===== src/rtl/demux_1x2_stream_if.sv =====
// demux_1x2_stream_if: producer-side stream plus two consumer-side streams and counters
interface demux_1x2_stream_if #(
    parameter int DATA_W = 8,
    parameter int CNT_W  = 8
);
    logic [DATA_W-1:0] in_data;
    logic              in_valid;
    logic              in_last;
    logic              in_sel;
    logic              in_ready;
    logic [DATA_W-1:0] out0_data;
    logic              out0_valid;
    logic              out0_last;
    logic              out0_ready;
    logic [DATA_W-1:0] out1_data;
    logic              out1_valid;
    logic              out1_last;
    logic              out1_ready;
    logic [CNT_W-1:0]  pkt_cnt0;
    logic [CNT_W-1:0]  pkt_cnt1;

    modport slave (
        input  in_data, in_valid, in_last, in_sel, out0_ready, out1_ready,
        output in_ready, out0_data, out0_valid, out0_last,
               out1_data, out1_valid, out1_last, pkt_cnt0, pkt_cnt1
    );

    modport master (
        output in_data, in_valid, in_last, in_sel, out0_ready, out1_ready,
        input  in_ready, out0_data, out0_valid, out0_last,
               out1_data, out1_valid, out1_last, pkt_cnt0, pkt_cnt1
    );
endinterface


===== src/rtl/demux_1x2_stream.sv =====
// demux_1x2_stream: registered 1-to-2 packet demux with per-packet route lock and packet counters
module demux_1x2_stream #(
    parameter int DATA_W = 8,
    parameter int CNT_W  = 8
) (
    input logic clk,
    input logic rst,
    demux_1x2_stream_if.slave s
);
    typedef enum logic [1:0] {IDLE, LOCK0, LOCK1} state_t;

    state_t state, state_nxt;
    logic   esel, xfer, ld0, ld1;

    assign esel       = state == LOCK0 ? 1'b0 : state == LOCK1 ? 1'b1 : s.in_sel;
    assign s.in_ready = esel ? (!s.out1_valid || s.out1_ready) : (!s.out0_valid || s.out0_ready);
    assign xfer       = s.in_valid && s.in_ready;
    assign ld0        = xfer && !esel;
    assign ld1        = xfer && esel;

    // route lock: taken on a non-last first beat, released by the last beat
    always_comb begin
        state_nxt = state;
        if (xfer)
            state_nxt = s.in_last ? IDLE : (state == IDLE ? (s.in_sel ? LOCK1 : LOCK0) : state);
    end

    // state register
    always_ff @(posedge clk) begin
        if (rst) state <= IDLE;
        else     state <= state_nxt;
    end

    // output stages: a load wins over a drain so a full register sustains one beat per cycle
    always_ff @(posedge clk) begin
        if (rst) begin
            s.out0_valid <= 1'b0;
            s.out0_data  <= '0;
            s.out0_last  <= 1'b0;
            s.out1_valid <= 1'b0;
            s.out1_data  <= '0;
            s.out1_last  <= 1'b0;
            s.pkt_cnt0   <= '0;
            s.pkt_cnt1   <= '0;
        end else begin
            if (ld0) begin
                s.out0_valid <= 1'b1;
                s.out0_data  <= s.in_data;
                s.out0_last  <= s.in_last;
            end else if (s.out0_ready) begin
                s.out0_valid <= 1'b0;
            end
            if (ld1) begin
                s.out1_valid <= 1'b1;
                s.out1_data  <= s.in_data;
                s.out1_last  <= s.in_last;
            end else if (s.out1_ready) begin
                s.out1_valid <= 1'b0;
            end
            if (ld0 && s.in_last) s.pkt_cnt0 <= s.pkt_cnt0 + CNT_W'(1);
            if (ld1 && s.in_last) s.pkt_cnt1 <= s.pkt_cnt1 + CNT_W'(1);
        end
    end
endmodule

===== src/flat_wrapper.sv =====
// flat-port wrapper written by rule: the top's interface ports become plain ports
module demux_1x2_stream_flat 
#(
    parameter int DATA_W = 8,
    parameter int CNT_W  = 8
)
  (clk, rst, s_in_data, s_in_valid, s_in_last, s_in_sel, s_out0_ready, s_out1_ready, s_in_ready, s_out0_data, s_out0_valid, s_out0_last, s_out1_data, s_out1_valid, s_out1_last, s_pkt_cnt0, s_pkt_cnt1);
  demux_1x2_stream_if #(.DATA_W(DATA_W), .CNT_W(CNT_W)) s_i ();
  input logic clk;
  input logic rst;
  input wire logic [$bits(s_i.in_data)-1:0] s_in_data;
  input wire logic [$bits(s_i.in_valid)-1:0] s_in_valid;
  input wire logic [$bits(s_i.in_last)-1:0] s_in_last;
  input wire logic [$bits(s_i.in_sel)-1:0] s_in_sel;
  input wire logic [$bits(s_i.out0_ready)-1:0] s_out0_ready;
  input wire logic [$bits(s_i.out1_ready)-1:0] s_out1_ready;
  output wire logic [$bits(s_i.in_ready)-1:0] s_in_ready;
  output wire logic [$bits(s_i.out0_data)-1:0] s_out0_data;
  output wire logic [$bits(s_i.out0_valid)-1:0] s_out0_valid;
  output wire logic [$bits(s_i.out0_last)-1:0] s_out0_last;
  output wire logic [$bits(s_i.out1_data)-1:0] s_out1_data;
  output wire logic [$bits(s_i.out1_valid)-1:0] s_out1_valid;
  output wire logic [$bits(s_i.out1_last)-1:0] s_out1_last;
  output wire logic [$bits(s_i.pkt_cnt0)-1:0] s_pkt_cnt0;
  output wire logic [$bits(s_i.pkt_cnt1)-1:0] s_pkt_cnt1;
  assign s_i.in_data = s_in_data;
  assign s_i.in_valid = s_in_valid;
  assign s_i.in_last = s_in_last;
  assign s_i.in_sel = s_in_sel;
  assign s_i.out0_ready = s_out0_ready;
  assign s_i.out1_ready = s_out1_ready;
  assign s_in_ready = s_i.in_ready;
  assign s_out0_data = s_i.out0_data;
  assign s_out0_valid = s_i.out0_valid;
  assign s_out0_last = s_i.out0_last;
  assign s_out1_data = s_i.out1_data;
  assign s_out1_valid = s_i.out1_valid;
  assign s_out1_last = s_i.out1_last;
  assign s_pkt_cnt0 = s_i.pkt_cnt0;
  assign s_pkt_cnt1 = s_i.pkt_cnt1;
  demux_1x2_stream #(.DATA_W(DATA_W), .CNT_W(CNT_W)) u_core (.clk(clk), .rst(rst), .s(s_i));
endmodule

===== config.mk =====
export PLATFORM = sky130hd
export DESIGN_NAME = demux_1x2_stream_flat
export DESIGN_NICKNAME = d
export VERILOG_FILES = /design/src/rtl/demux_1x2_stream_if.sv /design/src/rtl/demux_1x2_stream.sv /design/src/flat_wrapper.sv
export SDC_FILE = /design/constraint.sdc
export NUM_CORES = 1
export LEC_CHECK = 0
export ABC_AREA = 1
export CORE_MARGIN = 4
export CORE_UTILIZATION = 50
export CTS_BUF_LIST = sky130_fd_sc_hd__clkbuf_16
export CTS_CLUSTER_DIAMETER = 80
export DETAILED_ROUTE_END_ITERATION = 7
export PLACE_DENSITY = 0.9
export SLEW_MARGIN = 15
export SYNTH_ARGS = -nofsm -noshare
export SYNTH_HDL_FRONTEND = slang
export SYNTH_SLANG_ARGS = --single-unit

===== constraint.sdc =====
create_clock -name clk -period 2.2 [get_ports clk]
set_clock_uncertainty 0.1 [all_clocks]
set_input_delay 0.44 -clock clk [delete_from_list [all_inputs] [get_ports clk]]
set_output_delay 0.44 -clock clk [all_outputs]
set_load 0.02 [all_outputs]

==> flow_summary.ini, run 1 <==
[outcome]
status = finished, final reports clean

[clock_tree]
cts.sinks = 38
cts_tree = built
ctsLongestPathBuffers = 2
clk_latency_ns = 0.28
clock_tree.root_cell = clkbuf_16
clkTransAtPathRegs_ns = 0.05
cts_buffers = 5
postCtsSetupRepairBufs = 0
htree_levels = 2

[finish]
drive_above_1_share_pct = 11.95
diodes = 0
nNetsFinal = 310
final_area_um2 = 2460
syn_to_final_growth_pct = 41.95
final_common_cell = nand2_1
register_area_um2 = 760.7
layout_common_cells = 73 x nand2_1, 50 x clkdlybuf4s50_1, 38 x dfxtp_1
nFillCells = 269
multi_input_area_um2 = 848.3

[timing]
final.min_clock_period_ns = 2.011
max_freq_mhz = 497.4
fin_crit_sh_pct = 91.39
setup_viol = 0
rsz0062_at_grt = false
maxSlewViolCount = 0
worst_pin_slew_ns = 0.3383
finalHoldViolCount = 0
slew_headroom_pct = 77.38

[floorplan]
fp.coreArea_um2 = 3337
dieArea_um2 = 4472
die_w_um = 66.87
ioPinCount = 52
start_util_pct = 51.93
num_rows = 21
die_height_um = 66.87

[setup_path]
r2r_slack_ns = 0.67
path_class = input pin to primary output
endpoint_kind = primary output
cp.arrival_ns = 1.47
crit_fanout = 3
start_kind = input pin
crit_required_ns = 1.66

[logic_synthesis]
syn_nets = 248
synth_edf_count = 0
synth-seq-cells = 38
synth_warnings = 0
seq_area_frac_synth_pct = 43.90
synth.distinct_cells = 27
netlist_area_um2 = 1733
async_reset_ff_share_pct = 0
synth_flop_cell = dfxtp_1
syn_inst = 231
synth.avg_cell_area_um2 = 7.502

[route]
routedWlPerCell_um = 12.53
wl_mm = 4.248
first_pass_iters = 5
drc = 0
num_vias = 1675
antenna_left = 0
viasPerCell = 4.941
drt-initial-drc-count = 96

[worst_hold_path]
min_path_type = flip-flop to flip-flop

[placement]
portBuffers = 51
dpl-instance-area_um2 = 2330
dp_hpwl_mm = 3.112
gp_congestion = 0.7630

[pwr]
power.density_nw_per_um2 = 702.3
ir_drop_mv = 0.5344
leakage_nw = 0.9446
finalPower_mw = 1.728

[grt]
grt_pass1_wl_mm = 6.955
grt_overflow = 0
grt_antenna_before_repair = 0
grt_max_degree = 20
grtUsageTotal_pct = 20.53
grt_pass1_vias = 1532

[flow_run]
maxCapViolCount = 0
final timing paths:
kind	startpoint	endpoint	cells past startpoint
max	s_in_sel	s_in_ready	6
min	u_core.s.out0_last	u_core.s.out0_last	2
max reg2reg	u_core.state[1]	u_core.s.pkt_cnt0[0]	8
min reg2reg	u_core.s.out0_last	u_core.s.out0_last	2
logic make-up after synthesis:
group | after synthesis | share of synthesized area, %
and+or+nand+nor | 129 | 34.44
DFF | 38 | 43.90
adders and majority gates | 2 | 1.444
AOI/OAI and AO/OA | 33 | 10.54
buffers and inverters | 24 | 7.148
xor gates and xnor gates | 5 | 2.528
metrics by stage:
stage	TNS [ns]	util (%)	hold slack [ns]	setup slack, ns	std cells
after floorplan	0	-	0.3879	0.7337	231
after global placement	-0.2084	69.82	0.3505	-0.2084	332
after detailed placement	-0.2310	69.82	0.3532	-0.2310	332
after CTS	0	73.83	0.3614	0.03364	339
after global routing	0	73.72	0.3839	0.1279	339
final	0	73.72	0.3608	0.1894	339
area by class of cell:
cell class	count	share of cell area [%]
Tap cell	46	2.340
Timing Repair Buffer	63	24.21
Clock inverter	2	0.4069
Multi-Input combinational cell	169	34.49
Clock buffer	5	5.086
Sequential cell	38	30.93
Inverter	16	2.543
timing repair:
action	in CTS	in global routing
endpoints found under the setup margin	1	1
pin swaps	0	0
hold buffers	0	0
resized for setup	1	2
report_power, final:
part | internal, mW | leakage (nW) | switching, mW
combinational | 0.142 | 0.566 | 0.179
clock | 0.408 | 0.0694 | 0.252
sequential | 0.723 | 0.309 | 0.0230
total | 1.27 | 0.945 | 0.454
layer usage:
layer	vias to the layer above	part of all wire, %	global-route usage, %
li1	866	-	-
met1	754	42	23.60
met4	0	1.2	5.823
met3	5	9.7	9.781
met2	50	47	33.79
met5	-	0	0
sequential cells by signal (all words and copies together), names as in the netlist:
register	flops
u_core.s.out1_valid	1
u_core.s.pkt_cnt1	8
u_core.s.out1_last	1
u_core.s.out0_valid	1
u_core.state	2
u_core.s.out0_last	1
u_core.s.pkt_cnt0	8
u_core.s.out1_data	8
u_core.s.out0_data	8
cell usage after synthesis (2+ instances only):
cell type	count	area [um^2]
a21oi_1	25	125.1
xor2_1	3	26.28
o21ai_0	3	15.01
nand2_1	73	274.0
nor2_1	27	101.4
dfxtp_1	38	760.7
nor2_4	2	22.52
ha_1	2	25.02
buf_6	3	33.78
inv_1	13	48.80
a21oi_2	4	35.03
clkbuf_1	2	7.510
nand3_1	14	70.07
buf_4	2	15.01
xnor2_1	2	17.52
nand4_1	3	18.77
nor3_1	2	10.01
nand3_2	2	20.02
nand2_4	3	33.78
critical path, stage by stage:
cell and delay [ns]:
clkdlybuf4s50_1 0.51, inv_1 0.10, nand2_4 0.10, nand3_1 0.08
nand2_1 0.08, clkbuf_2 0.17
No activity file was read; power rests on OpenSTA's default activity.
==> run 2, diff against run 1 <==
--- a/config.mk
+++ b/config.mk
@@ -16,3 +16,4 @@
 export SYNTH_ARGS = -nofsm -noshare
 export SYNTH_HDL_FRONTEND = slang
 export SYNTH_SLANG_ARGS = --single-unit
+export TNS_END_PERCENT = 100
==> results of run 2 <==
The final DEF is identical to that of run 1; final timing and power are the same.
==> patch: new RTL, settings of run 2 <==
Re-encode `state_t` (3 states) as one-hot, 3 bits wide.
--- a/src/rtl/demux_1x2_stream.sv
+++ b/src/rtl/demux_1x2_stream.sv
@@ -8,5 +8,5 @@
     demux_1x2_stream_if.slave s
 );
-    typedef enum logic [1:0] {IDLE, LOCK0, LOCK1} state_t;
+    typedef enum logic [2:0] {IDLE = 3'b001, LOCK0 = 3'b010, LOCK1 = 3'b100} state_t;
 
     state_t state, state_nxt;
Function: same outputs for any inputs over 10 cycles, from zero or initial values and one cycle with rst high; not proved beyond that.
==> patch against run 2 <==
Synthesized area grew 4.1%. Final area up 6.7%. First-iteration DRC count rose by 21%. Setup slack got worse by 42 ps. Fmax is 2.1% lower. Highest routed layer unchanged. Via count rose by 4.4%. Synthesized cell count up 3.5%. Critical path depth grew 2. Sequential cell count rose by 1. Global-route usage increased by 1.1 points. Total power grew 17%. Wire length is 5.4% higher.
==> patch: results (changes against run 2) <==
Total Nets Final=321 (was 310); worst slack, placed=-285.0 ps (was -231.0 ps); Post-Route WL=4478 um (was 4248 um); detailed placer's ending HPWL=3164 um (was 3112 um); Synth cell types=31 (was 27); Hold Slack=366.0 ps (was 360.8 ps); first-pass GRT wire length=7638 um (was 6955 um); Commonest cells post-synth=62 x nand2_1, 39 x dfxtp_1, 36 x nor2_1 (was 73 x nand2_1, 38 x dfxtp_1, 27 x nor2_1); sequential element share of the synthesized area=43.27% (was 43.90%); # resized after CTS=3 (was 1); area share of fa/ha/maj cells after synthesis=1.387% (was 1.444%); total track usage=21.67% (was 20.53%); register area=780.7 um2 (was 760.7 um2); Port Buffers=51 (unchanged); run status=finished clean (unchanged); xor/xnor share of the synthesized area=2.913% (was 2.527%); Hold Path End=u_core.s.out0_last (unchanged); worst-margin pin slew=333.1 ps (was 338.3 ps); largest net degree at the start of global routing=19 (was 20); CP delay by family, top=buffers and inverters (unchanged); Pre-antenna DRT Iters=5 (unchanged); reg2reg path depth=8 (unchanged); Final Hold Fails=0 (unchanged); Cell Count Post-Placement=343 (was 332); number of global-route vias before repair=1813 (was 1532); layout cells sized above 1=14.10% (was 11.95%); via count=1749 (was 1675); WP data arrival=1510 ps (was 1470 ps); Pleak=1.074 nW (was 0.9446 nW); CP max stage cell=clkdlybuf4s50_1 (unchanged); Syn Area/Cell=7.549 um2 (was 7.502 um2); internal power=1.544 mW (was 1.273 mW); VDD IR max=0.5660 mV (was 0.5344 mV); synth top area cells=dfxtp_1 43%, nand2_1 13%, nor2_1 7.5% (was dfxtp_1 44%, nand2_1 16%, a21oi_1 7.2%); reg-to-reg startpoint=u_core.state[0] (was u_core.state[1]); CP Max Fanout=3 (unchanged); clk buf depth=2 (unchanged); GPL Wtd Cong=0.8059 (was 0.7630); clk_lat worst skew=280 ps (about the same); initial antenna violation count=0 (unchanged); hold_sp=u_core.s.out0_last (unchanged); Compound-Gate Fraction of Synth Area=10.68% (was 10.54%); 1st-iter DRT viols=116 (was 96); Crit Reg-Reg Endpoint=u_core.s.pkt_cnt0[4] (was u_core.s.pkt_cnt0[0]); Synth Net Count=256 (was 248); Post-Layout Cell Count=351 (was 339); placed standard-cell area=0.002440 mm2 (was 0.002330 mm2)
[patch: changes by cell type in the layout (fill, tap and decap cells not counted), moves of 3 or more]
cell | run 2 | this run
nand4_1 | 3 | 0
a21oi_1 | 25 | 20
nand2_1 | 73 | 62
inv_1 | 13 | 17
o21ai_1 | 0 | 6
nor2_1 | 27 | 36
nand2_2 | 0 | 4
[patch: metal layers]
layer  up-vias  track usage [%]  part of all wire (%)
met2        49            38.15                    51
met1       803            22.95                    41
met4         0            7.444                   1.1
met5         -                0                     0
li1        891                -                     -
met3         6            9.360                   7.3
[patch: power by group through the flow]
stage / registers, mW / clock network (mW) / logic (mW)
4_1_cts: 0.771 / 0.925 / 0.344
5_1_grt: 0.775 / 0.966 / 0.369
6_report: 0.770 / 0.918 / 0.339
2_1_floorplan: 0.823 / 0 / 0.147
3_3_place_gp: 0.784 / 0 / 0.336
3_5_place_dp: 0.785 / 0 / 0.342
[patch: worst max-delay path by stage]
stage / slack, ps / start / end
after floorplan: 730 / u_core.s.out0_valid / s_in_ready
after global placement: -270 / s_in_sel / s_in_ready
after detailed placement: -280 / s_in_sel / s_in_ready
after CTS: 40 / s_in_sel / s_in_ready
after global routing: 60 / s_in_sel / s_in_ready
final: 150 / s_in_sel / s_in_ready
[patch: cell type report]
type	instances	share of cell area, %
Multi-Input combinational cell	173	34.19
Sequential cell	39	29.76
Timing Repair Buffer	65	23.75
Clock buffer	5	4.769
Inverter	20	2.909
Clock inverter	3	2.432
Tap cell	46	2.194
[patch: logic make-up (layout without fill, tap and decap cells)]
kind of cell,count (synthesis),in the layout
AO/OA/AOI/OAI,34,34
adder cells (fa/ha/maj),2,2
XOR/XNOR,6,6
flip-flops,39,39
buffers and inverters,27,93
AND/OR/NAND/NOR,131,131
